File: config.mk
export PLATFORM = sky130hd
export DESIGN_NAME = key_expansion_seq_flat
export DESIGN_NICKNAME = d
export VERILOG_FILES = /design/src/rtl/key_expansion_seq_if.sv /design/src/rtl/key_expansion_seq.sv /design/src/flat_wrapper.sv
export SDC_FILE = /design/constraint.sdc
export NUM_CORES = 2
export LEC_CHECK = 0
export CAP_MARGIN = 10
export CORE_AREA = 2 2 607 609
export CTS_CLUSTER_SIZE = 16
export DETAILED_ROUTE_END_ITERATION = 8
export DIE_AREA = 0 0 609 611
export GPL_TIMING_DRIVEN = 0
export MAX_ROUTING_LAYER = met4
export PLACE_DENSITY = 0.37
export SLEW_MARGIN = 20
export SYNTH_ARGS = -nofsm -noshare
export SYNTH_HDL_FRONTEND = slang
export SYNTH_SLANG_ARGS = --single-unit
export TNS_END_PERCENT = 50
File: constraint.sdc
create_clock -name clk -period 8.3 [get_ports clk]
set_input_delay 2.49 -clock clk [delete_from_list [all_inputs] [get_ports clk]]
set_output_delay 2.49 -clock clk [all_outputs]
set_load 0.01 [all_outputs]
File: src/rtl/key_expansion_seq_if.sv
// ============================================================================
// key_expansion_seq_if
//  Bundle of request, key and status signals between the AES-128 key schedule
//  and whoever drives it (controller or bench) / consumes its round keys.
//
//  Signals
//   start                     1-cycle expansion request
//   key_in                    128-bit cipher key, byte 0 = [127:120]
//   key                       registered round-0 key
//   round1_key..round10_key   expanded round keys, held until the next start
//   busy                      expansion in progress
//   keys_valid                all round keys valid and stable
//
//  Modports
//   master  drives start/key_in, observes keys and status
//   slave   the key schedule itself
// ============================================================================
interface key_expansion_seq_if;
    logic         start;
    logic [127:0] key_in;
    logic [127:0] key;
    logic [127:0] round1_key;
    logic [127:0] round2_key;
    logic [127:0] round3_key;
    logic [127:0] round4_key;
    logic [127:0] round5_key;
    logic [127:0] round6_key;
    logic [127:0] round7_key;
    logic [127:0] round8_key;
    logic [127:0] round9_key;
    logic [127:0] round10_key;
    logic         busy;
    logic         keys_valid;

    modport master (
        output start, key_in,
        input  key,
        input  round1_key, round2_key, round3_key, round4_key, round5_key,
        input  round6_key, round7_key, round8_key, round9_key, round10_key,
        input  busy, keys_valid
    );

    modport slave (
        input  start, key_in,
        output key,
        output round1_key, round2_key, round3_key, round4_key, round5_key,
        output round6_key, round7_key, round8_key, round9_key, round10_key,
        output busy, keys_valid
    );
endinterface

File: src/rtl/key_expansion_seq.sv
// ============================================================================
// key_expansion_seq
//  Sequential AES-128 key schedule. A start pulse captures key_in as the
//  round-0 key, then one round key is produced per clock until round10_key
//  is written, after which keys_valid is raised and every key is held until
//  the next accepted start.
//
//  Ports
//   clk     system clock, all state on posedge
//   reset   synchronous, active-high; clears state and every output
//   bus     key_expansion_seq_if.slave (start, key_in, key, round1..10_key,
//           busy, keys_valid)
//
//  Configuration
//   KEYEXP_ZEROIZE_EN  when defined, an accepted start also clears all round
//                      keys so stale keys from a previous expansion are never
//                      visible. Undefined (default): round keys keep their old
//                      values until rewritten.
// ============================================================================
module key_expansion_seq (
    input  logic               clk,
    input  logic               reset,
    key_expansion_seq_if.slave bus
);

    typedef enum logic [1:0] {
        IDLE   = 2'd0,
        EXPAND = 2'd1,
        DONE   = 2'd2
    } state_t;

    // FIPS-197 S-box, entry 0x00 in the top byte.
    localparam logic [2047:0] SBOX_TABLE = {
        128'h637c777bf26b6fc53001672bfed7ab76,
        128'hca82c97dfa5947f0add4a2af9ca472c0,
        128'hb7fd9326363ff7cc34a5e5f171d83115,
        128'h04c723c31896059a071280e2eb27b275,
        128'h09832c1a1b6e5aa0523bd6b329e32f84,
        128'h53d100ed20fcb15b6acbbe394a4c58cf,
        128'hd0efaafb434d338545f9027f503c9fa8,
        128'h51a3408f929d38f5bcb6da2110fff3d2,
        128'hcd0c13ec5f974417c4a77e3d645d1973,
        128'h60814fdc222a908846eeb814de5e0bdb,
        128'he0323a0a4906245cc2d3ac629195e479,
        128'he7c8376d8dd54ea96c56f4ea657aae08,
        128'hba78252e1ca6b4c6e8dd741f4bbd8b8a,
        128'h703eb5664803f60e613557b986c11d9e,
        128'he1f8981169d98e949b1e87e9ce5528df,
        128'h8ca1890dbfe6426841992d0fb054bb16
    };

    state_t       state;
    state_t       next_state;
    logic [3:0]   rnd;
    logic [127:0] prev;
    logic [127:0] key_r;
    logic [127:0] round_keys [1:10];
    logic         start_accept;
    logic         expand_step;

    logic [31:0]  w0, w1, w2, w3;
    logic [31:0]  rot_w3;
    logic [31:0]  sub_w3;
    logic [31:0]  t_word;
    logic [31:0]  n0, n1, n2, n3;
    logic [127:0] next_round;

    // Entry b sits at bit offset (255-b)*8, and 255-b is simply ~b.
    function automatic logic [7:0] sbox(input logic [7:0] b);
        return SBOX_TABLE[{~b, 3'b000} +: 8];
    endfunction

    function automatic logic [7:0] rcon(input logic [3:0] r);
        logic [7:0] c;
        case (r)
            4'd1:    c = 8'h01;
            4'd2:    c = 8'h02;
            4'd3:    c = 8'h04;
            4'd4:    c = 8'h08;
            4'd5:    c = 8'h10;
            4'd6:    c = 8'h20;
            4'd7:    c = 8'h40;
            4'd8:    c = 8'h80;
            4'd9:    c = 8'h1b;
            4'd10:   c = 8'h36;
            default: c = 8'h00;
        endcase
        return c;
    endfunction

    // One AES-128 key-schedule round from the previous round key.
    always_comb begin
        w0     = prev[127:96];
        w1     = prev[95:64];
        w2     = prev[63:32];
        w3     = prev[31:0];
        rot_w3 = {w3[23:0], w3[31:24]};
        sub_w3 = {sbox(rot_w3[31:24]), sbox(rot_w3[23:16]),
                  sbox(rot_w3[15:8]),  sbox(rot_w3[7:0])};
        t_word = sub_w3 ^ {rcon(rnd), 24'h0};
        n0     = w0 ^ t_word;
        n1     = w1 ^ n0;
        n2     = w2 ^ n1;
        n3     = w3 ^ n2;
        next_round = {n0, n1, n2, n3};
    end

    // State register.
    always_ff @(posedge clk) begin
        if (reset) begin
            state <= IDLE;
        end else begin
            state <= next_state;
        end
    end

    // Next-state logic; start is only honoured outside EXPAND so a request
    // while busy has no effect at all.
    always_comb begin
        next_state   = state;
        start_accept = 1'b0;
        expand_step  = 1'b0;
        case (state)
            IDLE, DONE: begin
                if (bus.start) begin
                    next_state   = EXPAND;
                    start_accept = 1'b1;
                end
            end
            EXPAND: begin
                expand_step = 1'b1;
                if (rnd == 4'd10) begin
                    next_state = DONE;
                end
            end
            default: next_state = IDLE;
        endcase
    end

    // Key datapath: capture on start, then write round<rnd>_key each step.
    always_ff @(posedge clk) begin
        if (reset) begin
            key_r <= '0;
            prev  <= '0;
            rnd   <= '0;
            for (int i = 1; i <= 10; i++) begin
                round_keys[i] <= '0;
            end
        end else if (start_accept) begin
            key_r <= bus.key_in;
            prev  <= bus.key_in;
            rnd   <= 4'd1;
`ifdef KEYEXP_ZEROIZE_EN
            for (int i = 1; i <= 10; i++) begin
                round_keys[i] <= '0;
            end
`else
`endif
        end else if (expand_step) begin
            prev <= next_round;
            rnd  <= rnd + 4'd1;
            for (int i = 1; i <= 10; i++) begin
                if (rnd == 4'(i)) begin
                    round_keys[i] <= next_round;
                end
            end
        end
    end

    // Status flags decode the registered state only, so they can never be
    // high together and have no path from the inputs.
    assign bus.busy        = (state == EXPAND);
    assign bus.keys_valid  = (state == DONE);
    assign bus.key         = key_r;
    assign bus.round1_key  = round_keys[1];
    assign bus.round2_key  = round_keys[2];
    assign bus.round3_key  = round_keys[3];
    assign bus.round4_key  = round_keys[4];
    assign bus.round5_key  = round_keys[5];
    assign bus.round6_key  = round_keys[6];
    assign bus.round7_key  = round_keys[7];
    assign bus.round8_key  = round_keys[8];
    assign bus.round9_key  = round_keys[9];
    assign bus.round10_key = round_keys[10];

endmodule

File: src/flat_wrapper.sv
// flat-port wrapper written by rule: the top's interface ports become plain ports
module key_expansion_seq_flat 
  (clk, reset, bus_start, bus_key_in, bus_key, bus_round1_key, bus_round2_key, bus_round3_key, bus_round4_key, bus_round5_key, bus_round6_key, bus_round7_key, bus_round8_key, bus_round9_key, bus_round10_key, bus_busy, bus_keys_valid);
  key_expansion_seq_if bus_i ();
  input  logic clk;
  input  logic reset;
  input wire logic [$bits(bus_i.start)-1:0] bus_start;
  input wire logic [$bits(bus_i.key_in)-1:0] bus_key_in;
  output wire logic [$bits(bus_i.key)-1:0] bus_key;
  output wire logic [$bits(bus_i.round1_key)-1:0] bus_round1_key;
  output wire logic [$bits(bus_i.round2_key)-1:0] bus_round2_key;
  output wire logic [$bits(bus_i.round3_key)-1:0] bus_round3_key;
  output wire logic [$bits(bus_i.round4_key)-1:0] bus_round4_key;
  output wire logic [$bits(bus_i.round5_key)-1:0] bus_round5_key;
  output wire logic [$bits(bus_i.round6_key)-1:0] bus_round6_key;
  output wire logic [$bits(bus_i.round7_key)-1:0] bus_round7_key;
  output wire logic [$bits(bus_i.round8_key)-1:0] bus_round8_key;
  output wire logic [$bits(bus_i.round9_key)-1:0] bus_round9_key;
  output wire logic [$bits(bus_i.round10_key)-1:0] bus_round10_key;
  output wire logic [$bits(bus_i.busy)-1:0] bus_busy;
  output wire logic [$bits(bus_i.keys_valid)-1:0] bus_keys_valid;
  assign bus_i.start = bus_start;
  assign bus_i.key_in = bus_key_in;
  assign bus_key = bus_i.key;
  assign bus_round1_key = bus_i.round1_key;
  assign bus_round2_key = bus_i.round2_key;
  assign bus_round3_key = bus_i.round3_key;
  assign bus_round4_key = bus_i.round4_key;
  assign bus_round5_key = bus_i.round5_key;
  assign bus_round6_key = bus_i.round6_key;
  assign bus_round7_key = bus_i.round7_key;
  assign bus_round8_key = bus_i.round8_key;
  assign bus_round9_key = bus_i.round9_key;
  assign bus_round10_key = bus_i.round10_key;
  assign bus_busy = bus_i.busy;
  assign bus_keys_valid = bus_i.keys_valid;
  key_expansion_seq u_core (.clk(clk), .reset(reset), .bus(bus_i));
endmodule
==> impl_metrics.tcl <==
set metrics [dict create \
    status "complete, but fails checks" \
    violations "negative setup slack" \
    cp_data_arrival_time_ns 9.13 \
    dr_total_vias 67590 \
    wl_met2_um 265800 \
    ys.flop_type "edfxtp_1" \
    chipWidth_um 609 \
    power.leakage_nw 36.72 \
    die_y_um 611 \
    period_minus_slack_ns 8.561 \
    grt_overflow 0 \
    grt_max_degree 50 \
    worstHoldStart "u_core.bus.key[12]$_SDFFE_PP0P_" \
    dr.pass1.iters 6 \
    h-tree-depth 4 \
    finalHoldViolations 0 \
    drt_iter0_drc 8516 \
    vdd_drop_max_uv 356.4 \
    start_util_pct 19.72 \
    drv_slew 0 \
    yosysWarningCount 0 \
    ios 1541 \
    clockBufferDepth 4 \
    drive_above_1_share_pct 9.710 \
    worst-path-buf-inv 4 \
    hpwl_um 438700 \
    numCtsBuffers 190 \
    ys_seq_elements 1542 \
    grt_pass1_vias 63260 \
    tightest_slew_ns 1.276 \
    fillers 38280 \
    rows 222 \
    endpoint_kind "flop" \
    setup_viol 41 \
    synth-seq-area-share_pct 60.70 \
    cp_cell_sequence "clkbuf_1, buf_2, inv_1, ha_1, clkbuf_1, or2_2, a32oi_1, a311oi_1, nor4_1, o32ai_2, xnor2_2, xnor2_2, xnor2_2, nor2_1" \
    most-common-layout-cells "clkdlybuf4s50_1, nor2_1, edfxtp_1" \
    period_share_pct 103.1 \
    antenna_found_initial 64 \
    core_um2 365000 \
    crit_path_start "u_core.prev[17]$_SDFFE_PP0P_" \
    total_power_mw 46.55 \
    regArea_um2 43680 \
    gp_congestion 1.001 \
    path_class "flop to flop" \
    fin_ws_ns -0.2611 \
    p_per_area_nw_per_um2 454.6 \
    syn_avg_cell_area_um2 10.86 \
    crit_path_start_kind "flop" \
    relSlewSlack_pct 14.96 \
    final_common_cell "clkdlybuf4s50_1" \
    rsz0062_at_grt "false" \
    critPathRequiredTime_ns 8.87 \
    fmax_ghz 0.1168 \
    numPortBuffers 1540 \
    async_reset_ff_share_pct 0 \
    die_area_um2 372100 \
    drt-met1-wl_um 224200 \
    synth_area_um2 71970 \
    grt_pass1_wl_um 704400 \
    grt_usage_pct 29.53 \
    postPlaceCellArea_um2 96220 \
    place_ws_ns -0.3553 \
    highest_layer "met4" \
    synth.net_count 6822 \
    skew_ns 0.07500 \
    critPathTopFamily "XOR/XNOR gates" \
    clk_pin_slew_ns 0.06 \
    critPathSlowestCell "xnor2_2" \
    viasPerCell 5.022 \
    clock_sinks 1542 \
    finalWirelength_um 557300 \
    wl_per_cell_um 41.40 \
    drv_cap 0 \
    multi_input_area_um2 26130 \
    design_area_um2 102400 \
    cts_tree "done" \
    ant_nets 0 \
    drc_errors 0 \
    synthDistinctLibCells 110 \
    r2r_start "u_core.prev[17]$_SDFFE_PP0P_" \
    cts_root_buf "clkbuf_16" \
    syn_inst 6627 \
    crit_fanout 11 \
    syn_to_final_growth_pct 42.27 \
    min_path_type "flop to flop" \
    synth_edf_count 1280 \
    nets 8649 \
    clock_latency_ns 0.91 \
    path_common_cell "xnor2_2" \
    dr_wl_met3_um 40110 \
    critPathMaxStageDelay_ns 1.03 \
]
## tightest hold or removal path, cell delays in order, from the launching register on
cell and delay [ns]:
dfxtp_1 0.31, nand2_1 0.05, a21oi_1 0.05
## cells in the mapped netlist (34+ instances only)
cell type	n	area share, %
or3_1	82	0.71
inv_1	41	0.21
mux2i_1	42	0.58
xnor2_1	67	0.82
nand2b_1	125	1.1
edfxtp_1	1280	53
and2_1	39	0.34
nor2b_1	107	0.93
buf_4	34	0.35
a21oi_1	293	2.0
clkbuf_1	462	2.4
a211oi_1	56	0.58
nor2_1	1491	7.8
ha_1	63	1.1
a31oi_1	156	1.4
xnor2_2	43	0.97
nand3_1	116	0.81
nand2_1	529	2.8
a311oi_1	45	0.55
a21o_1	48	0.50
o21ai_0	205	1.4
nor3_1	80	0.56
dfxtp_1	262	7.3
mux4_2	39	1.2
buf_2	118	0.82
xor2_1	51	0.62
o211ai_1	70	0.73
## metal layers
metal,track usage (%),vias up
met1,35.92,35460
met2,47.96,3841
li1,-,27560
met4,12.32,0
met5,-,-
met3,5.524,730
## registers in the layout (all words and copies together), names as in the netlist
| register | count |
|---|---|
| u_core.state | 2 |
| u_core.rnd | 4 |
| u_core.bus.key | 128 |
| u_core.prev | 128 |
| u_core.round_keys | 1280 |
## worst paths after layout
kind	endpoint	slack, ns	cells past startpoint
setup / recovery	u_core.round_keys[0][412]$_SDFFCE_PN0P_	-0.26	14
hold reg to reg	u_core.bus.key[12]$_SDFFE_PP0P_	0.46	2
setup reg to reg	u_core.round_keys[0][412]$_SDFFCE_PN0P_	-0.26	14
hold / removal	u_core.bus.key[12]$_SDFFE_PP0P_	0.46	2
## area by class of cell
| type | count | share of cell area, % |
|---|---|---|
| Tap cell | 4816 | 5.885 |
| Clock buffer | 234 | 4.894 |
| Buffer | 644 | 2.762 |
| Antenna cell | 33 | 0.08065 |
| Inverter | 54 | 0.1980 |
| Timing Repair Buffer | 1635 | 16.99 |
| Clock inverter | 114 | 1.008 |
| Sequential cell | 1542 | 42.66 |
| Multi-Input combinational cell | 4387 | 25.52 |
## what timing repair did
item,CTS,global route
hold endpoints to repair,0,0
hold buffers,0,0
buffers inserted,0,0
resized for setup,3,0
setup endpoints to repair,11,0
## per-stage QoR
step | TNS (ns) | util (%) | instances | hold WS, ns
after floorplan | 0 | - | 6627 | 0.4554
final | -5.962 | 28.05 | 13460 | 0.4574
after detailed placement | -1.428 | 26.36 | 13080 | 0.4475
after global routing | 0 | 28.04 | 13440 | 0.4706
after global placement | -3329.05 | 25.59 | 12980 | 0.4446
after CTS | 0 | 28.02 | 13430 | 0.4562
## power breakdown
group / internal [mW] / total (mW) / switching [mW]
Combinational: 6.76 / 28.8 / 22.1
Clock: 4.68 / 8.37 / 3.69
Sequential: 8.88 / 9.36 / 0.479
## cells by family (layout without fill, tap and decap cells)
kind of cell | count (synthesis) | in the layout | synth area share [%]
xor gates and xnor gates | 175 | 175 | 2.839
other | 0 | 33 | 0
buffers and inverters | 698 | 2681 | 4.046
muxes | 102 | 102 | 2.142
adders and majority gates | 64 | 64 | 1.123
and+or+nand+nor | 2737 | 2737 | 16.67
DFF | 1542 | 1542 | 60.70
AOI/OAI and AO/OA | 1309 | 1309 | 12.48
(Power assumes the default switching activity.)
